==> src/rtl/rr_msdf_pkg.sv <==
// Shared definitions for the MSDF (most-significant-digit-first) blocks:
// the digit-width helper, the legal-radix check and the converter FSM states.
package rr_msdf_pkg;

  // Converter FSM states.
  typedef enum logic [1:0] {
    IDLE  = 2'd0,
    ACCUM = 2'd1,
    DONE  = 2'd2
  } otf_state_e;

  // Signed-digit width for a radix: log2(radix) magnitude bits plus a sign bit.
  function automatic int digit_width(input int radix);
    return $clog2(radix) + 1;
  endfunction

  // Only radices 2, 4 and 8 are supported by the converter.
  function automatic bit radix_is_legal(input int radix);
    return (radix == 2) || (radix == 4) || (radix == 8);
  endfunction

endpackage

==> src/rtl/rr_otf_step.sv <==
// One on-the-fly conversion step: next Q and QM (QM = Q-1) for one
// signed digit, built by shifting left one digit and appending a digit.
// For d >= 0 Q takes Q as its base, otherwise QM; the appended low digit
// is d mod RADIX in both cases. For d > 0 QM takes Q as its base,
// otherwise QM; the appended low digit is (d-1) mod RADIX in both cases.
// The illegal code -RADIX is the one case where QM needs a borrow: its
// exact value QM*RADIX-1 is formed as (QM-1)*RADIX + (RADIX-1).
module rr_otf_step
  import rr_msdf_pkg::*;
#(
  parameter int  RADIX = 4,
  parameter int  W     = 17,
  localparam int K     = $clog2(RADIX),
  localparam int D     = digit_width(RADIX)
) (
  input  logic [W-1:0] q,
  input  logic [W-1:0] qm,
  input  logic [D-1:0] digit,
  output logic [W-1:0] q_next,
  output logic [W-1:0] qm_next
);

  logic         neg;
  logic         zero;
  logic         pos;
  logic         illegal;
  logic [K-1:0] d_lo;
  logic [K-1:0] dm1_lo;
  logic [W-1:0] q_base;
  logic [W-1:0] qm_base;

  // Classify the digit and select shift bases plus appended low digits.
  always_comb begin
    neg     = digit[D-1];
    zero    = (digit == '0);
    pos     = !neg && !zero;
    illegal = neg && (digit[K-1:0] == '0);
    d_lo    = digit[K-1:0];
    dm1_lo  = digit[K-1:0] - K'(1);
    q_base  = neg ? qm : q;
    if (pos) begin
      qm_base = q;
    end else if (illegal) begin
      qm_base = qm - W'(1);
    end else begin
      qm_base = qm;
    end
    q_next  = {q_base[W-K-1:0], d_lo};
    qm_next = {qm_base[W-K-1:0], dm1_lo};
  end

endmodule

==> src/rtl/rr_otf_convert.sv <==
// On-the-fly converter: accumulates N signed MSDF digits of radix RADIX
// into a W-bit two's-complement integer without a carry-propagate adder.
//
// Handshake: a digit moves on any rising edge where in_valid && in_ready;
// a result moves on any rising edge where out_valid && out_ready. Producer
// and consumer hold their data stable while waiting for the partner.
//
// Optional build macro RR_OTF_DIGIT_CHECK_EN adds the sticky digit_err
// output, set when the illegal digit code -RADIX is accepted.
module rr_otf_convert
  import rr_msdf_pkg::*;
#(
  parameter int  RADIX = 4,
  parameter int  N     = 8,
  localparam int K     = $clog2(RADIX),
  localparam int D     = digit_width(RADIX),
  localparam int W     = N * K + 1
) (
  input  logic         clk,
  input  logic         rst_n,
  input  logic         in_valid,
  input  logic [D-1:0] in_digit,
  output logic         in_ready,
  output logic         out_valid,
  output logic [W-1:0] out_value,
  input  logic         out_ready,
  output logic [1:0]   dbg_state
`ifdef RR_OTF_DIGIT_CHECK_EN
  ,
  output logic         digit_err
`endif
);

  localparam int            CW   = $clog2(N + 1);
  localparam logic [CW-1:0] LAST = CW'(N - 1);

  if (!radix_is_legal(RADIX)) begin : g_bad_radix
    $error("rr_otf_convert: RADIX must be 2, 4 or 8");
  end

  otf_state_e    state;
  otf_state_e    state_next;
  logic [CW-1:0] count;
  logic [CW-1:0] count_next;
  logic [W-1:0]  q;
  logic [W-1:0]  qm;
  logic [W-1:0]  q_step;
  logic [W-1:0]  qm_step;
  logic          load;
  logic          clear;

  // Q/QM next values for the digit currently on in_digit. In IDLE the
  // registers already hold Q=0/QM=-1, so the first digit needs no mux.
  rr_otf_step #(
    .RADIX (RADIX),
    .W     (W)
  ) u_step (
    .q       (q),
    .qm      (qm),
    .digit   (in_digit),
    .q_next  (q_step),
    .qm_next (qm_step)
  );

  // Next-state, counter and register-control decode.
  always_comb begin
    state_next = state;
    count_next = count;
    load       = 1'b0;
    clear      = 1'b0;
    case (state)
      IDLE: begin
        if (in_valid) begin
          load       = 1'b1;
          count_next = CW'(1);
          state_next = (N == 1) ? DONE : ACCUM;
        end
      end
      ACCUM: begin
        if (in_valid) begin
          load       = 1'b1;
          count_next = count + CW'(1);
          if (count == LAST) begin
            state_next = DONE;
          end
        end
      end
      DONE: begin
        if (out_ready) begin
          clear      = 1'b1;
          count_next = '0;
          state_next = IDLE;
        end
      end
      default: begin
        clear      = 1'b1;
        count_next = '0;
        state_next = IDLE;
      end
    endcase
  end

  // State and digit counter registers.
  always_ff @(posedge clk or negedge rst_n) begin
    if (!rst_n) begin
      state <= IDLE;
      count <= '0;
    end else begin
      state <= state_next;
      count <= count_next;
    end
  end

  // Q/QM registers: load a step on accept, return to 0/-1 after handoff.
  always_ff @(posedge clk or negedge rst_n) begin
    if (!rst_n) begin
      q  <= '0;
      qm <= '1;
    end else if (clear) begin
      q  <= '0;
      qm <= '1;
    end else if (load) begin
      q  <= q_step;
      qm <= qm_step;
    end
  end

  // Handshake outputs follow the state directly.
  always_comb begin
    in_ready  = (state != DONE);
    out_valid = (state == DONE);
    out_value = q;
    dbg_state = state;
  end

`ifdef RR_OTF_DIGIT_CHECK_EN
  logic digit_illegal;

  // The only illegal code is -RADIX: sign bit set, magnitude bits zero.
  always_comb begin
    digit_illegal = in_digit[D-1] && (in_digit[K-1:0] == '0);
  end

  // Sticky error flag, cleared only by reset.
  always_ff @(posedge clk or negedge rst_n) begin
    if (!rst_n) begin
      digit_err <= 1'b0;
    end else if (load && digit_illegal) begin
      digit_err <= 1'b1;
    end
  end
`endif

endmodule

==> config.mk <==
export PLATFORM = sky130hd
export DESIGN_NAME = rr_otf_convert
export DESIGN_NICKNAME = d
export VERILOG_FILES = /design/src/rtl/rr_msdf_pkg.sv /design/src/rtl/rr_otf_step.sv /design/src/rtl/rr_otf_convert.sv
export SDC_FILE = /design/constraint.sdc
export NUM_CORES = 1
export LEC_CHECK = 0
export ABC_AREA = 0
export CAP_MARGIN = 15
export CORE_MARGIN = 1.5
export CORE_UTILIZATION = 59
export CTS_CLUSTER_SIZE = 40
export DETAILED_ROUTE_END_ITERATION = 8
export PLACE_DENSITY = 0.86
export SYNTH_ARGS = -nofsm -noshare
export SYNTH_HDL_FRONTEND = slang
export SYNTH_SLANG_ARGS = --single-unit
export TNS_END_PERCENT = 5
==> constraint.sdc <==
create_clock -name clk -period 3.7 [get_ports clk]
set_input_delay 0.555 -clock clk [delete_from_list [all_inputs] [get_ports clk]]
set_output_delay 0.555 -clock clk [all_outputs]
set_load 0.1 [all_outputs]
* Word level (Yosys, flattened, before mapping) *
Index checks and enable logic that the tools add are counted.

storage, ports and cells
  register bits after elaboration = 38
  latch bits = 0
  memory bits (writable) = 0
  memory bits (read-only) = 0
  word-level logic and storage cells = 46
  memories = 0

cells by class
  $add $sub $neg = 3
  multipliers = 0
  div/mod/pow operators = 0
  magnitude comparators = 0
  equality and inequality tests = 8
  shift-type cells = 0
  muxes and demuxes = 20
  bitwise logic cells = 0
  reduce and logical (&&, ||, !) cells = 11

operators with widths
  cell                                                                   number
  15-bit 2-to-1 mux                                                      3
  17-bit 2-to-1 mux                                                      2
  13-bit 2-to-1 mux                                                      2
  13-bit by 1-bit subtractor with 13-bit output (second input constant)  1
  4-bit 2-to-1 mux                                                       3
  4-bit case mux with 3 select lines                                     1
  2-bit 2-to-1 mux                                                       4
  2-bit != test (second input constant)                                  4
  2-bit case mux with 3 select lines                                     1
  4-bit by 1-bit adder with 4-bit output (second input constant)         1
  4-bit by 3-bit == test with 1-bit output (second input constant)       1
  2-bit logical NOT                                                      2
  4-bit AND reduction                                                    1
  3-bit logical NOT                                                      1
  1-bit 2-to-1 mux                                                       3
  3-bit AND reduction                                                    1
  2-bit by 1-bit == test with 1-bit output (second input constant)       1
  2-bit == test (second input constant)                                  1
  1-bit logical AND                                                      2
  1-bit logical NOT                                                      2
  2-bit by 1-bit != test with 1-bit output (second input constant)       1
  1-bit case mux with 2 select lines                                     1
  2-bit nonzero test                                                     1
  2-bit OR reduction                                                     1
  2-bit by 1-bit subtractor with 2-bit output (second input constant)    1

* Logic depth before layout (Yosys ltp) *
Gate-level depths: netlist of the first run.

  depth in word-level cells = 6
  depth in mapped cells = 7

* Modules after synthesis *
A second synthesis of the first run with hierarchy kept.

unflattened totals
  cell total of the unflattened synthesis = 298
  area total of the unflattened synthesis = 2571.2 µm²

modules (own cells, without submodules)
  module          instances  cells an instance  area each (µm²)  seq. area each (µm²)
  rr_otf_convert  1          184                1771.7           1022.2
  rr_otf_step     1          114                799.5            0.0

* Worst setup path before layout of the first run *
Ideal clock, no wire load.

  path type = register -> output
  from = register state[1], in the netlist dbg_state[1]
  to = output out_valid
  arrival = 2.158 ns
  slack = 0.987 ns
  stages on the path, launching flop included = 4
  buffers on the path = 1
  cells stage by stage = dfrtp_1 -> buf_4 -> nand2b_4 -> inv_1

on the way
  longest elaborated chain between the ends = 1

RTL lines
  element                 RTL line               source
  from (decl)             rr_otf_convert.sv:41   otf_state_e state;
  from (signal assigned)  rr_otf_convert.sv:109  state <= state_next;
  2-bit == test           rr_otf_convert.sv:131  out_valid = (state == DONE);
  to (decl)               rr_otf_convert.sv:24   output logic out_valid,

No other way between the ends.

* Worst setup path in the final report of the first run *
  from = register state[1], in the netlist dbg_state[1]
  to = output in_ready

on the way
  longest elaborated chain between the ends = 1

RTL lines
  element        RTL line               source
  2-bit != test  rr_otf_convert.sv:130  in_ready = (state != DONE);
  to (decl)      rr_otf_convert.sv:23   output logic in_ready,

No other way between the ends.

==> results, run 1 <==
- The startpoint type of the worst setup path is a register.
- The die footprint is around 4000 µm².
- The startpoint of the worst register-to-register path is dbg_state[1].
- Counting flops with an async set or reset pin after synthesis yields a share of 100%.
- For this design, the sink count on the clock tree is 38.
- The classification of the worst-slack hold path is in2async.
- The measured slew at the worst slew-check pin is roughly 1 ns.
- The maximum VDD drop is 0.349 mV.
- In this run the post-CTS setup repair buffer count came out at 0.
- After detailed routing, the average wire length per cell comes to approximately 16 µm.
- Once the floorplan was initialized, standard cells occupied 62.5% of the core.
- The clock transition time at the flip-flop clock pins of the worst setup and hold paths is 0.12 ns.
- The number of antenna diodes in the final layout is 0.
- Sequential cells burn 43.2% of the power.
- The number of ports placed on the die boundary is 28.
- The areal power density over the cells is around 610 nW/µm².
- The mapped cell area is 2120 µm².
- After the last flow step, the layout net total stands at 240.
- Cell internal power was estimated by the tool at 804 µW.
- The first detailed-routing pass ran for 4 iterations.
- The total buffers and inverters traversed by the critical path is 1.
- The post-cts resize count is 0.
- The final clock period utilization by the worst path is 75.4%.
- The root buffer cell is sky130_fd_sc_hd__clkbuf_4.
- The count of pins over their slew limit is 0.
- The achievable frequency is 0.358 GHz.
- The signal on the critical path passes through nand2b_4 -> clkdlybuf4s50_1.
- Setup repair after global routing left no endpoint under its margin.
- Counting flops with a built-in enable in the synthesized netlist gives 0.
- The H-tree level count is 2.
- The first global-routing pass estimated 7460 µm of wire.
- The Yosys step of the flow raised 0 warnings.
- The first routing iteration left 132 violations.
- Grouping stages by cell kind, the critical path spends the most delay in buffers and inverters.
- The total negative setup slack is 0 ns.
- The clock group share of total power is 15.8%.
- The TritonCTS clock tree is yes.
- The region available for standard cell placement spans 3390 µm².
- A synthesized cell averages 10.3 µm².
- The library cell used most frequently in the layout, excluding fill and tap cells, is sky130_fd_sc_hd__clkdlybuf4s50_1.
- The number of flip-flops and latches in the synthesized netlist is 38.
- The clock buffer count from CTS is 5.
- Measured along the x axis, the die boundary spans ~63 µm.
- In the layout the commonest cells are sky130_fd_sc_hd__clkdlybuf4s50_1 (25), sky130_fd_sc_hd__dfrtp_1 (23), sky130_fd_sc_hd__nand2_1 (21).
- After technology mapping, the gate count stands at 205.
- The post-place instance area is 2360 µm².
- The reported max-cap violation count is 0.
- STA classifies the critical path endpoint as a primary output.
- The largest fanout on the critical path is 13.
- After clock tree synthesis, the flow added hold-fix buffers numbering 0.
- Dividing the detail-routed via count by the number of cells gives 5.91.
- The via count of the first global-routing pass is 1,612.
- Fill cells in the final layout number around 260.
- The number of hold-slack violations in the final timing report is 0.
- The largest stage delay on the critical path is 1.14 ns.
- The final cell utilization of the core is 71.5%.
- The area growth from synthesis to layout is 14.4%.
- The die extent in y is 62.9 µm.
- The clock latency reported for the late side of the worst-skew pair is 0.37 ns.
- Of the total power, the share spent switching nets is 45.9%.
- For this run, design rule violations remaining after detail routing come to 0.
- The post-layout worst setup margin is 0.909 ns.
- The net count of the mapped netlist is 215.
- The run finished with clean final reports.
- Summing the sequential cell areas from Yosys gives 45.8% of the chip area.
- In this run the deepest clock path goes through 2 buffers.
- For this design the total switching power over the nets is 682 µW.
- Before CTS, the worst setup slack after placement is between 1 and 1.5 ns.
- The setup check on the worst reg-to-reg path leaves a slack of 1.95 ns.
- The total power is 1490 µW.
- The total via count after detailed routing is 1,636.
- In the global route stage, overall resource usage came out at 24.0%.
- The distinct cell type count after synthesis is 49.
- The count of buffers added on input and output ports is 27.
- The depth of the worst register-to-register path is 4.
- The number of cell rows is 21.
- In this run the critical register-to-register path is captured at qm[13].
- The final worst clock skew is 0.0211 ns.
- In the synthesized netlist the dominant register cell turns out to be sky130_fd_sc_hd__dfrtp_1.
- The total length of routed wires is 4330 µm.
- Once layout is done, the placed cells without fillers occupy between 2000 and 2500 µm².
- The leakage power total is just under 0.001 µW.
- The weighted congestion reported at the end of routability-driven placement is 0.860.
- The tightest slew margin relative to the limit is 35.0%.
- The smallest clock period supported by the final layout is computed as 2.79 ns.
- The number of antenna violations at the first check in global routing is 0.
- The endpoint required time on the critical path is 3.14 ns.
- Global routing finished with a remaining overflow of 0.
- The slowest stage cell on the critical path is sky130_fd_sc_hd__clkdlybuf4s50_1.
- The detail route stage leaves a number of antenna-violating nets equal to 0.
- Entering global routing, the biggest net connects 39 pins.
- The share of cells above drive strength 1 is 16.9%.
- The share of total power dissipated in combinational logic is roughly two fifths.
- The count of endpoints failing setup in the final report is 0.
- The kind of critical path is reg2out.
- The arrival time of data at the critical path endpoint is 2.24 ns.
- Summed over all nets, the half-perimeter wirelength after detailed placement is around 2800 µm.
per-stage QoR:
stage          hold WS, ns  std cells
4_1_cts              0.295        277
3_5_place_dp         0.474        269
6_report             0.269        277
2_1_floorplan        0.259        205
5_1_grt              0.334        277
3_3_place_gp         0.467        269
layout make-up:
class | instances | area, µm² | share of cell area, %
Inverter | 6 | 22.5 | 0.929
Timing Repair Buffer | 28 | 270 | 11.2
Multi-Input combinational cell | 151 | 1040 | 42.9
Clock buffer | 6 | 51.3 | 2.12
Tap cell | 46 | 57.6 | 2.37
Clock inverter | 2 | 12.5 | 0.516
Sequential cell | 38 | 970 | 40.0
worst register-to-register path, delay by kind of cell, from the launching register on:
kind,cells,cell delay (ns)
flip-flops,1,0.55
AND/OR/NAND/NOR,4,1.15
worst max path at each step:
stage,from,endpoint,slack (ns),cells past startpoint
5_1_grt,dbg_state[1],in_ready,0.83,2
3_5_place_dp,dbg_state[1],in_ready,1.31,2
6_report,dbg_state[1],in_ready,0.91,2
2_1_floorplan,dbg_state[1],out_valid,0.99,3
3_3_place_gp,dbg_state[1],in_ready,1.31,2
4_1_cts,dbg_state[1],in_ready,0.91,2
state kept, by name, summed over array words and instances (netlist names):
name,cells
dbg_state,2
out_value,17
qm,15
count,4
Yosys cell counts, types with 2 or more instances:
library cell / n / area, µm²
sky130_fd_sc_hd__ha_1: 3 / 37.5
sky130_fd_sc_hd__mux2i_1: 15 / 150
sky130_fd_sc_hd__o22ai_1: 10 / 62.6
sky130_fd_sc_hd__buf_6: 4 / 45.0
sky130_fd_sc_hd__dfrtp_1: 23 / 576
sky130_fd_sc_hd__nor2b_1: 3 / 18.8
sky130_fd_sc_hd__nand4_1: 2 / 12.5
sky130_fd_sc_hd__o22a_1: 2 / 17.5
sky130_fd_sc_hd__buf_4: 4 / 30.0
sky130_fd_sc_hd__nand3_1: 4 / 20.0
sky130_fd_sc_hd__dfstp_2: 15 / 394
sky130_fd_sc_hd__a211oi_1: 3 / 22.5
sky130_fd_sc_hd__inv_1: 6 / 22.5
sky130_fd_sc_hd__o21ai_0: 16 / 80.1
sky130_fd_sc_hd__nor3_2: 2 / 20.0
sky130_fd_sc_hd__and2b_1: 2 / 15.0
sky130_fd_sc_hd__nor2_1: 8 / 30.0
sky130_fd_sc_hd__a21oi_1: 15 / 75.1
sky130_fd_sc_hd__o21ai_1: 9 / 45.0
sky130_fd_sc_hd__xor2_1: 10 / 87.6
sky130_fd_sc_hd__nand2_1: 21 / 78.8
layer usage:
metal	wire, µm	global-route usage [%]	vias up	share of wire [%]
met5	0	0	-	0
met4	80	11.7	0	1.8
li1	-	-	786	-
met1	2020	31.8	803	47
met2	2080	38.2	39	48
met3	148	4.14	8	3.4
cell families (layout without fill, tap and decap cells):
family / Yosys count / after routing / share of synthesized area (%)
mux: 15 / 15 / 7.09
flops: 38 / 38 / 45.8
xor+xnor: 11 / 11 / 4.55
fa+ha+maj: 3 / 3 / 1.77
simple gates: 59 / 59 / 16.4
compound gates: 63 / 63 / 19.3
buf+inv: 16 / 42 / 5.14
power groups by stage:
| stage | Combinational, µW | Sequential (µW) | Clock [µW] |
|---|---|---|---|
| 3_3_place_gp | 596 | 643 | 0 |
| 5_1_grt | 644 | 657 | 253 |
| 6_report | 610 | 642 | 234 |
| 3_5_place_dp | 609 | 648 | 0 |
| 4_1_cts | 610 | 639 | 237 |
| 2_1_floorplan | 193 | 910 | 0 |
(Power assumes the default switching activity.)
==> run 2, diff against run 1 <==
CORE_UTILIZATION = 55   (was 59)
PLACE_DENSITY = 0.81   (was 0.86)
clock period = 2.8 ns   (was 3.7 ns; I/O delays follow)
==> results, run 2 (synthesis results as in run 1) <==
- The final worst clock skew came to 0.00237 ns (-0.0188 ns).
- The number of ports placed on the die boundary is 28 (unchanged).
- The library cells used most frequently in the layout, excluding fill and tap cells, are sky130_fd_sc_hd__dfrtp_1 (23), sky130_fd_sc_hd__buf_4 (23), sky130_fd_sc_hd__nand2_1 (21).
- The leakage power total was 0.00103 µW (+3.8%).
- The count of pins over their slew limit came to 0 (unchanged).
- The die extent in y is 65.1 µm (+3.4%).
- The measured slew at the worst slew-check pin is 0.822 ns (-0.149 ns).
- In this run the critical register-to-register path is launched from dbg_state[1].
- The pre-CTS setup slack is 0.595 ns (-0.711 ns).
- Dividing the final minimum period by the clock period gives 68.1%.
- The areal power density over the cells is 840 nW/µm² (+37%).
- The endpoint required time on the critical path is 3.02 ns (-0.12 ns).
- The post-CTS repair timing setup buffer count is 0 (unchanged).
- The post-detailed-route count of antenna-violating nets was 0 (unchanged).
- The largest fanout on the critical path is 11 (-2).
- The worst hold path belongs to the class in2async.
- The post-layout worst setup margin is 0.894 ns (-0.0149 ns).
- The total length of routed wires is 4360 µm (+0.62%).
- The number of hold-slack violations in the final timing report is 0 (unchanged).
- The overall track demand over capacity in global routing is 23.1% (-0.86 points).
- The remaining global-route overflow is 0 (unchanged).
- The synthesis-to-layout area growth is 13.8%.
- The pin count of the biggest net entering global routing is 39 (unchanged).
- The antenna cell count was 0 (unchanged).
- The core area is 3690 µm² (+8.8%).
- The clock transition time at the flip-flop clock pins of the worst setup and hold paths is 0.07 ns (-0.05 ns).
- In this run the critical register-to-register path is captured at qm[13].
- The wire length of the first global-routing pass was 7360 µm (-1.3%).
- The weighted congestion reported at the end of routability-driven placement is 0.842 (-2.1%).
- The share of cells above drive strength 1 came to 25.4% (+8.5 points).
- The arrival time of data at the critical path endpoint was 2.12 ns (-0.12 ns).
- The half-perimeter wire length after placement is 2890 µm (+1.7%).
- The H-tree level count is 2 (unchanged).
- The TritonCTS clock tree is yes.
- The reported max-cap violation count was 0 (unchanged).
- Setup repair after global routing left no endpoint under its margin.
- The routed wire length per instance was 15.6 µm (-0.45%).
- The die footprint is 4230 µm² (+6.9%).
- The count of nets after finishing is 241 (+0.42%).
- The worst setup path is captured at a register.
- The busiest metal layer after global routing is met2.
- The number of iterations in the first detailed-routing pass is 4 (unchanged).
- The number of hold-repair buffers added at the cts stage is 0 (unchanged).
- The horizontal die dimension came to 65.1 µm (+3.4%).
- The post-route DRC violation count is 0 (unchanged).
- The initial core utilization is 57.4% (-5.1 points).
- The maximum VDD drop came to 0.346 mV (-0.70%).
- The total via count after detailed routing is 1,639 (+0.18%).
- The buffer levels on the longest clock path is 2 (unchanged).
- The depth of the worst register-to-register path was 4 (unchanged).
- The shortest period the worst path allows is 1.91 ns.
- The clock buffer count from CTS is 5 (unchanged).
- The count of endpoints failing setup in the final report is 0 (unchanged).
- STA classifies the critical path startpoint as an input pin.
- The number of flip-flops in the largest register is 17 (unchanged).
- The tightest slew margin relative to the limit is 45.2% (+10 points).
- The reg-to-reg setup timing slack is 1.04 ns (-0.91 ns).
- The number of antenna violations at the first check in global routing was 0 (unchanged).
- The number of violations reported at the end of detailed-routing iteration 0 is 58 (-56%).
- The met1 demand-to-capacity share in global routing is 29.6% (-2.2 points).
- The total negative setup slack is 0 ns (unchanged).
- The flow ran to the end, and the final reports show no timing, DRC or antenna violations.
- The sink count of the clock tree came to 38 (unchanged).
- The kind of critical path is in2reg.
- The number of port buffers was 27 (unchanged).
- The met2 usage in global routing is 38.1% (about the same).
- The ratio of routed vias to standard cells is 5.85 (-0.89%).
- The achievable frequency is 0.525 GHz.
- The clock latency reported for the late side of the worst-skew pair came to 0.29 ns (-0.08 ns).
- The met3 capacity usage during global routing came to 5.21% (+1.1 points).
- The post-cts resize count came to 0 (unchanged).
- The number of cell rows was 22 (+4.8%).
- The via count of the first global-routing pass came to 1,588 (-1.5%).
- The root buffer cell is sky130_fd_sc_hd__clkbuf_8.
run 2: changes by cell type in the layout (fill, tap and decap cells not counted):
cell	previous run	this run
sky130_fd_sc_hd__buf_4	2	23
sky130_fd_sc_hd__clkbuf_1	0	1
sky130_fd_sc_hd__clkbuf_4	5	0
sky130_fd_sc_hd__clkbuf_8	1	6
sky130_fd_sc_hd__clkdlybuf4s50_1	25	5
sky130_fd_sc_hd__clkinvlp_4	1	0
run 2: area by class of cell:
cell class	instances	area, µm²
Tap cell	48	60.1
Sequential cell	38	970
Timing Repair Buffer	29	228
Multi-Input combinational cell	151	1040
Inverter	6	22.5
Clock inverter	1	5.00
Fill cell	328	1280
Clock buffer	7	86.3
run 2: layer usage:
metal	up-vias	routed length [µm]	share of wire (%)
li1	787	-	-
met1	809	2060	47
met2	35	2070	47
met3	8	161	3.7
met4	0	77	1.8
met5	-	0	0
run 2: worst max path at each step:
| stage | from | end | depth (start not counted) | slack (ns) |
|---|---|---|---|---|
| CTS | in_digit[0] | qm[13] | 7 | 0.91 |
| global route | in_digit[0] | qm[13] | 7 | 0.81 |
| floorplan | dbg_state[1] | out_valid | 3 | 0.22 |
| detailed placement | in_digit[0] | qm[13] | 7 | 0.60 |
| finish | in_digit[0] | qm[13] | 7 | 0.89 |
| global placement | in_digit[0] | qm[13] | 7 | 0.63 |
run 2: worst max-delay path: stages:
cell,delay (ns)
sky130_fd_sc_hd__clkdlybuf4s50_1,0.46
sky130_fd_sc_hd__inv_1,0.05
sky130_fd_sc_hd__ha_1,0.32
sky130_fd_sc_hd__and3b_1,0.30
sky130_fd_sc_hd__and3_4,0.20
sky130_fd_sc_hd__a2111oi_4,0.30
sky130_fd_sc_hd__nor3_2,0.08
run 2: stage by stage:
stage / util (%) / total power [µW] / instances / area, µm² / hold slack, ns
3_3_place_gp: 62.9 / 1630 / 272 / 2320 / 0.469
6_report: 65.4 / 2030 / 280 / 2410 / 0.217
3_5_place_dp: 62.9 / 1640 / 272 / 2320 / 0.479
4_1_cts: 65.4 / 2040 / 280 / 2410 / 0.254
5_1_grt: 65.4 / 2120 / 280 / 2410 / 0.295
2_1_floorplan: - / 1460 / 205 / 2120 / 0.124
run 2: where the power goes:
part	leakage, µW	internal (µW)	switching, µW
combinational	0.000550	218	567
clock	0.0000482	199	192
sequential	0.000430	705	145
total	0.00103	1120	904
